<file path="src/rtl/feeder_pkg.sv">
// feeder_pkg: frame geometry, FSM state type and last-word mask helper shared by frame_feeder.
package feeder_pkg;
    localparam int FRAME_BITS      = 784;
    localparam int DATA_W          = 32;
    localparam int WORDS_PER_FRAME = (FRAME_BITS + DATA_W - 1) / DATA_W;
    localparam int LAST_BITS       = FRAME_BITS - (WORDS_PER_FRAME - 1) * DATA_W;
    localparam int CNT_W           = 16;

    typedef enum logic [1:0] {IDLE, FEED, DRAIN, WAIT_RES} feed_state_t;

    // Keeps the top last_bits bits of a word; a full word yields all ones.
    function automatic logic [DATA_W-1:0] last_word_mask(input int last_bits);
        return ~({DATA_W{1'b1}} >> last_bits);
    endfunction
endpackage

</file>
<file path="src/rtl/frame_feeder.sv">
// frame_feeder: pulls one frame of words from the FIFO per classification and
// streams it to the core with sof/eof framing and last-word padding masked off.
module frame_feeder #(
    parameter int DATA_W          = feeder_pkg::DATA_W,
    parameter int WORDS_PER_FRAME = feeder_pkg::WORDS_PER_FRAME,
    parameter int LAST_BITS       = feeder_pkg::LAST_BITS,
    parameter int CNT_W           = feeder_pkg::CNT_W
) (
    input  logic              clk,
    input  logic              rst,
    input  logic [DATA_W-1:0] fifo_dout,
    input  logic              fifo_empty,
    output logic              fifo_rd_en,
    input  logic              load_weight_done,
    input  logic              result_valid,
    output logic [DATA_W-1:0] core_d_in,
    output logic              core_input_valid,
    output logic              core_sof,
    output logic              core_eof,
    output logic              busy,
    output logic [CNT_W-1:0]  frames_done
);
    import feeder_pkg::*;

    localparam int                IW       = $clog2(WORDS_PER_FRAME + 1);
    localparam logic [IW-1:0]     LAST_IDX = IW'(WORDS_PER_FRAME - 1);
    localparam logic [DATA_W-1:0] MASK     = ~({DATA_W{1'b1}} >> LAST_BITS);

    feed_state_t   r_state, w_next;
    logic [IW-1:0] r_rd_cnt, r_out_cnt;
    logic          r_rd_q;
    logic          w_res, w_last_out;

    assign fifo_rd_en = (r_state == FEED) && !fifo_empty;
    assign busy       = (r_state != IDLE);
    assign w_res      = (r_state == WAIT_RES) && result_valid;
    assign w_last_out = (r_out_cnt == LAST_IDX);

    always_comb begin
        w_next = r_state;
        case (r_state)
            IDLE:     w_next = load_weight_done ? FEED : IDLE;
            FEED:     w_next = (fifo_rd_en && r_rd_cnt == LAST_IDX) ? DRAIN : FEED;
            DRAIN:    w_next = WAIT_RES;
            WAIT_RES: w_next = result_valid ? FEED : WAIT_RES;
            default:  w_next = IDLE;
        endcase
    end

    always_ff @(posedge clk or negedge rst) begin
        if (!rst) begin
            r_state          <= IDLE;
            r_rd_cnt         <= '0;
            r_out_cnt        <= '0;
            r_rd_q           <= 1'b0;
            core_d_in        <= '0;
            core_input_valid <= 1'b0;
            core_sof         <= 1'b0;
            core_eof         <= 1'b0;
            frames_done      <= '0;
        end else begin
            r_state          <= w_next;
            r_rd_q           <= fifo_rd_en;
            core_input_valid <= r_rd_q;
            core_sof         <= r_rd_q && (r_out_cnt == '0);
            core_eof         <= r_rd_q && w_last_out;
            if (w_res)
                r_rd_cnt <= '0;
            else if (fifo_rd_en)
                r_rd_cnt <= (r_rd_cnt == LAST_IDX) ? '0 : r_rd_cnt + 1'b1;
            if (w_res)
                r_out_cnt <= '0;
            else if (r_rd_q)
                r_out_cnt <= w_last_out ? '0 : r_out_cnt + 1'b1;
            if (r_rd_q)
                core_d_in <= w_last_out ? (fifo_dout & MASK) : fifo_dout;
            if (w_res)
                frames_done <= frames_done + 1'b1;
        end
    end
endmodule
</file>
<file path="config.mk">
export PLATFORM = sky130hd
export DESIGN_NAME = frame_feeder
export DESIGN_NICKNAME = d
export VERILOG_FILES = /design/src/rtl/feeder_pkg.sv /design/src/rtl/frame_feeder.sv
export SDC_FILE = /design/constraint.sdc
export NUM_CORES = 1
export LEC_CHECK = 0
export ABC_AREA = 0
export BUFFER_PORTS_ARGS = -buffer_cell sky130_fd_sc_hd__buf_2
export CAP_MARGIN = 25
export CORE_MARGIN = 2
export CORE_UTILIZATION = 25
export DETAILED_ROUTE_END_ITERATION = 10
export HOLD_SLACK_MARGIN = 0.02
export REMOVE_ABC_BUFFERS = 1
export SYNTH_ARGS = -nofsm -noshare
export SYNTH_HDL_FRONTEND = slang
export SYNTH_SLANG_ARGS = --single-unit
</file>
<file path="constraint.sdc">
create_clock -name clk -period 1.51 [get_ports clk]
set_input_delay 0.3775 -clock clk [delete_from_list [all_inputs] [get_ports clk]]
set_output_delay 0.3775 -clock clk [all_outputs]
set_load 0.05 [all_outputs]
</file>
# --- Word level (Yosys, flattened, before mapping) ---
# Index checks and enable logic that the tools add are counted.
classes:
  n_reduce_logical: 11
  n_mux: 11
  eq_ne: 5
  addsub: 3
ops:
  columns: ["operator", "n"]
  rows:
  - ["2-to-1 mux 5 bit", 6]
  - ["adder 16 x 1 -> 16 bit (second input constant)", 1]
  - ["2-to-1 mux 16 bit", 1]
  - ["adder 5 x 1 -> 5 bit (second input constant)", 2]
  - ["equality test 5 bit (second input constant)", 2]
  - ["one-hot mux 2 bit (4 select lines)", 1]
  - ["nonzero test 2 bit", 3]
  - ["logical AND 1 bit", 5]
  - ["zero test 5 bit", 1]
  - ["equality test 2 bit (second input constant)", 2]
  - ["2-to-1 mux 2 bit", 2]
  - ["equality test 2 x 1 -> 1 bit (second input constant)", 1]
  - ["zero test 2 bit", 1]
  - ["zero test 1 bit", 1]
  - ["2-to-1 mux 1 bit", 1]
word_totals:
  reg_bits: 64
  output_inout_bits: 53

# --- Longest topological paths before layout ---
logic_depth:
  word_depth: 5
  mapped_depth: 7
  mapped_depth_nobuf: 6

# --- Worst setup path after synthesis ---
# OpenSTA, ideal clock, no wires.
synth_timing:
  path_kind: "register to register"
  startpoint: "reg r_state[1]"
  endpoint: "reg r_rd_cnt[4]"
  synth_period_minus_slack_ps: 1680
  setup_slack_ps: -170
  stages_incl_launch_ff: 5
  setup_ps: 77
  path_buffers: 0
  t_required_ps: 1433
  t_arrival_ps: 1603
  path_cell_list: "dfrtp_1 -> nor3b_4 -> nand2_1 -> or3_1 -> a21oi_1"
synth_via:
  elab_chain_cells: 3
synth_rtl:
  columns: ["element", "line", "text"]
  rows:
  - ["start, declared", "frame_feeder.sv:29", "feed_state_t r_state, w_next;"]
  - ["start signal, assigned", "frame_feeder.sv:62", "r_state <= w_next;"]
  - ["equality test 2 x 1 -> 1 bit", "frame_feeder.sv:34", "assign fifo_rd_en = (r_state == FEED) && !fifo_empty;"]
  - ["logical AND 1 bit", "frame_feeder.sv:34", null]
  - ["via fifo_rd_en", "frame_feeder.sv:13", "output logic fifo_rd_en,"]
  - ["nonzero test 2 bit (no source line)", null, null]
  - ["end signal, assigned", "frame_feeder.sv:70", "r_rd_cnt <= (r_rd_cnt == LAST_IDX) ? '0 : r_rd_cnt + 1'b1;"]
  - ["end, declared", "frame_feeder.sv:30", "logic [IW-1:0] r_rd_cnt, r_out_cnt;"]
# The timed path passes the listed nets, and every way through them passes these cells.
# A chain may end at the register's enable or synchronous reset.

# --- Final worst setup path ---
layout_timing:
  startpoint: "reg r_state[1]"
  endpoint: "out fifo_rd_en"
layout_via:
  elab_chain_cells: 2
layout_rtl:
  columns: ["element", "line"]
  rows:
  - ["equality test 2 x 1 -> 1 bit", "frame_feeder.sv:34"]
  - ["logical AND 1 bit", "frame_feeder.sv:34"]
  - ["end, declared", "frame_feeder.sv:13"]
# No other way between the ends.

==> qor.yml <==
yosys:
  muxShareOfSynthArea_pct: 8.35
  synth-seq-area-share_pct: 60.3
  syn_area_per_cell_um2: 13.0
  synth_adder_area_share_pct: 2.36
  ys_ff_latch: 64
  synth_warnings: 0
  yosys-top-cells-area: "dfrtp_1 60%, mux2_2 7.2%, a22o_1 5.6%"
  synthDistinctLibCells: 36
  largest_area_contributor_in_the_synthesized_netlist: "dfrtp_1"
  synthDominantCellAreaShare_pct: 60.3
  yosys.area_share.xor_xnor_pct: 5.28
  synth-main-ff-cell: "dfrtp_1"
  synth_top_family_by_area: "simple AND/OR/NAND/NOR gates"
  syn_inst: 204
  synth.cell_area_um2: 2650
  synth_simple_gate_area_share_pct: 11.6
  synth-compound-area-share_pct: 9.15
  synth_enable_flop_cells: 0
  synthArstFlopShare_pct: 100
global_route:
  globalRouteOverflowTotal: 0
  grt.total_usage_pct: 10.0
  largest_net_degree_at_the_start_of_global_routing: 49
  antenna_found_initial: 0
  grt_first_pass_wirelength_um: 9000
  first_global_vias: 1879
power_and_ir_drop:
  power_mw: 5.15
  switchingPower_mw: 1.86
  pwr-share-comb_pct: 29.8
  internal-power_mw: 3.29
  power.leakage_nw: 1.84
  switching_share_pct: 36.1
  share_clk_of_total_power_pct: 27.5
  power_per_cell_area_nw_per_um2: 1400
  peakVddDrop_uv: 640
  seq_power_share_pct: 42.7
cts:
  cts_buffer_depth: 2
  clkLatencyLatePin_ns: 0.33
  htreeDepth: 3
  path_clk_slew_ns: 0.07
  cts-buffers-inserted: 9
  clock_tree.root_cell: "clkbuf_8"
  cts_tree: "built"
  sink_count: 64
routing:
  wl_met1_um: 2660
  drc_violations_left: 0
  maxUsedRoutingLayer: "met4"
  route.vias.total: 1996
  ant_nets: 0
  route.detailed.vias_per_inst: 4.35
  wirelength_um: 5840
  detail_route.iter0.violations: 49
  dr_wl_met3_um: 317
  route.met2.wl_um: 2810
  post_drt_wl_per_cell_um: 12.7
  drt_pre_antenna_iters: 4
setup_path:
  timing.setup.critical_path_class: "reg2out"
  path_max_fanout: 3
  timing.critical_path.arrival_ns: 1.19
  cpMaxStageDelayCell: "dfrtp_1"
  r2r-start: "r_state[1]"
  critical_path.n_buffers_inverters: 1
  cp-startpoint: "r_state[1]"
  required_ns: 1.13
  crit_path_launch_type: "flip-flop"
  timing.critical_path.cells: "nor3b_4, buf_6"
  critPathTopFamily: "flip-flops"
  worst_path_largest_cell_delay_ns: 0.42
  critPathCaptureType: "output pin"
timing:
  finalClockSkew_ns: 0.00717
  hold_slack_ns: 0.252
  postLayoutSetupSlackWorst_ns: -0.0599
  timing.final.crit_share_pct: 104
  final-max-slew-violation-count: 0
  finalHoldViolations: 0
  setup_violations: 2
  highest_achievable_clock_rate_mhz: 637
  time_the_final_worst_path_needs_with_i_o_delays_and_setup_ns: 1.57
  setup_repair_after_global_routing_missed_its_margin: "yes"
  max_slew.worst_pin.slew_ns: 0.330
  max-slew-margin-rel_pct: 77.9
hold_path:
  hold_path_startpoint: "fifo_dout[3]"
  min_path_type: "in2reg"
layout:
  fill_cells: 1053
  syn2layout_area_growth_pct: 38.5
  drive_gt1_share_pct: 48.6
  layout.area.seq_um2: 1600
  multi_input_gate_area_um2: 1020
  number_of_nets_in_the_finished_design: 360
  antenna-diode-count: 0
die:
  core-area_um2: 10300
  effective_utilization_at_floorplan_pct: 25.7
  floorplan.die.height_um: 107
  die_area_um2: 11500
  io_pins: 90
  floorplan.die.width_um: 107
  placement_rows: 37
place:
  port-buffer-count: 89
  gpl.final_weighted_congestion: 0.728
  dp.final_hpwl_um: 3980
status:
  run_status: "finished with violations"
  violations: "setup timing"
flow_run:
  max_cap_violations: 0
## registers in the layout (all words and copies together), names as in the netlist
register	cells
core_d_in	32
core_eof	1
core_input_valid	1
core_sof	1
frames_done	16
r_out_cnt	5
r_rd_cnt	5
r_rd_q	1
r_state	2
## worst register-to-register path, stage by stage, from the launching register on
cell,delay [ns]
dfrtp_1,0.42
buf_4,0.14
and3_2,0.23
buf_6,0.19
mux2_2,0.35
## cells in the mapped netlist, types with 2 or more instances
| cell | count |
|---|---|
| a21oi_1 | 2 |
| a22o_1 | 17 |
| a22oi_1 | 2 |
| a311oi_1 | 2 |
| a31oi_1 | 3 |
| and3_1 | 4 |
| buf_1 | 2 |
| buf_2 | 5 |
| dfrtp_1 | 64 |
| ha_1 | 5 |
| inv_1 | 8 |
| mux2_2 | 17 |
| mux2i_1 | 3 |
| nand2_1 | 11 |
| nand3_1 | 6 |
| nand4_1 | 5 |
| nor2_1 | 11 |
| nor2b_1 | 2 |
| nor3_2 | 3 |
| o21ai_0 | 2 |
| xnor2_1 | 9 |
| xor2_1 | 7 |
## metrics by stage
| stage | cells | area (µm²) | worst slack, ns | TNS [ns] | util, % |
|---|---|---|---|---|---|
| after detailed placement | 437 | 3370 | -0.0289 | -0.307 | 32.6 |
| final | 459 | 3670 | -0.0599 | -0.0876 | 35.6 |
| after global placement | 437 | 3370 | 0.0537 | 0 | 32.6 |
| after floorplan | 195 | 2610 | -0.952 | -16.78 | - |
| after CTS | 456 | 3600 | -0.0905 | -0.173 | 34.9 |
| after global routing | 459 | 3670 | -0.123 | -0.234 | 35.6 |
## power by group through the flow
| stage | sequential [mW] | combinational [mW] | clock [mW] |
|---|---|---|---|
| 6_report | 2.20 | 1.54 | 1.42 |
| 5_1_grt | 2.23 | 1.66 | 1.57 |
| 4_1_cts | 2.18 | 1.50 | 1.51 |
| 3_5_place_dp | 2.21 | 1.48 | 0 |
| 3_3_place_gp | 2.20 | 1.46 | 0 |
| 2_1_floorplan | 2.74 | 0.470 | 0 |
## metal layers
metal | up-vias | track usage [%]
met5 | - | 0
met4 | 0 | 3.62
met3 | 6 | 3.40
met2 | 57 | 16.2
met1 | 978 | 12.4
li1 | 955 | -
## worst paths after layout
check | endpoint | slack, ns | depth (start not counted)
min in group asynchronous | core_d_in[16] | 0.43 | 2
worst max-delay path | fifo_rd_en | -0.06 | 2
worst max register to register | frames_done[1] | 0.08 | 4
worst min register to register | frames_done[15] | 0.47 | 1
max in group asynchronous | frames_done[5] | 0.55 | 3
worst min-delay path | core_d_in[3] | 0.25 | 2
## area by class of cell
class | instances | share of cell area (%)
clock buffer | 10 | 3.47
multi-input combinational | 123 | 27.7
sequential | 64 | 43.6
tap | 136 | 4.63
timing repair buffer | 112 | 18.1
inverter | 8 | 0.817
clock inverter | 6 | 1.63
## cell usage in the layout, fill, tap and decap left out, types with 5 or more instances in the layout
master / Yosys / layout
buf_2: 5 / 85
dfrtp_1: 64 / 64
buf_4: 0 / 18
mux2_2: 17 / 17
a22o_1: 17 / 17
nor2_1: 11 / 11
nand2_1: 11 / 11
xnor2_1: 9 / 9
clkbuf_8: 0 / 9
inv_1: 8 / 7
xor2_1: 7 / 7
nand3_1: 6 / 5
nand4_1: 5 / 5
## cells by family after synthesis
group | Yosys count
multiplexers | 20
AND/OR/NAND/NOR | 51
XOR/XNOR | 16
AO/OA/AOI/OAI | 31
buffers and inverters | 17
adder cells (fa/ha/maj) | 5
flip-flops | 64
## timing repair
item,4_1_cts,5_1_grt
hold buffers,1,0
gates resized for setup,7,15
setup buffers,2,2
gates cloned,0,1
endpoints found under the setup margin,18,33
endpoints found under the hold margin,7,0
pin swaps,1,3
Power figures use the tool's default switching activity.
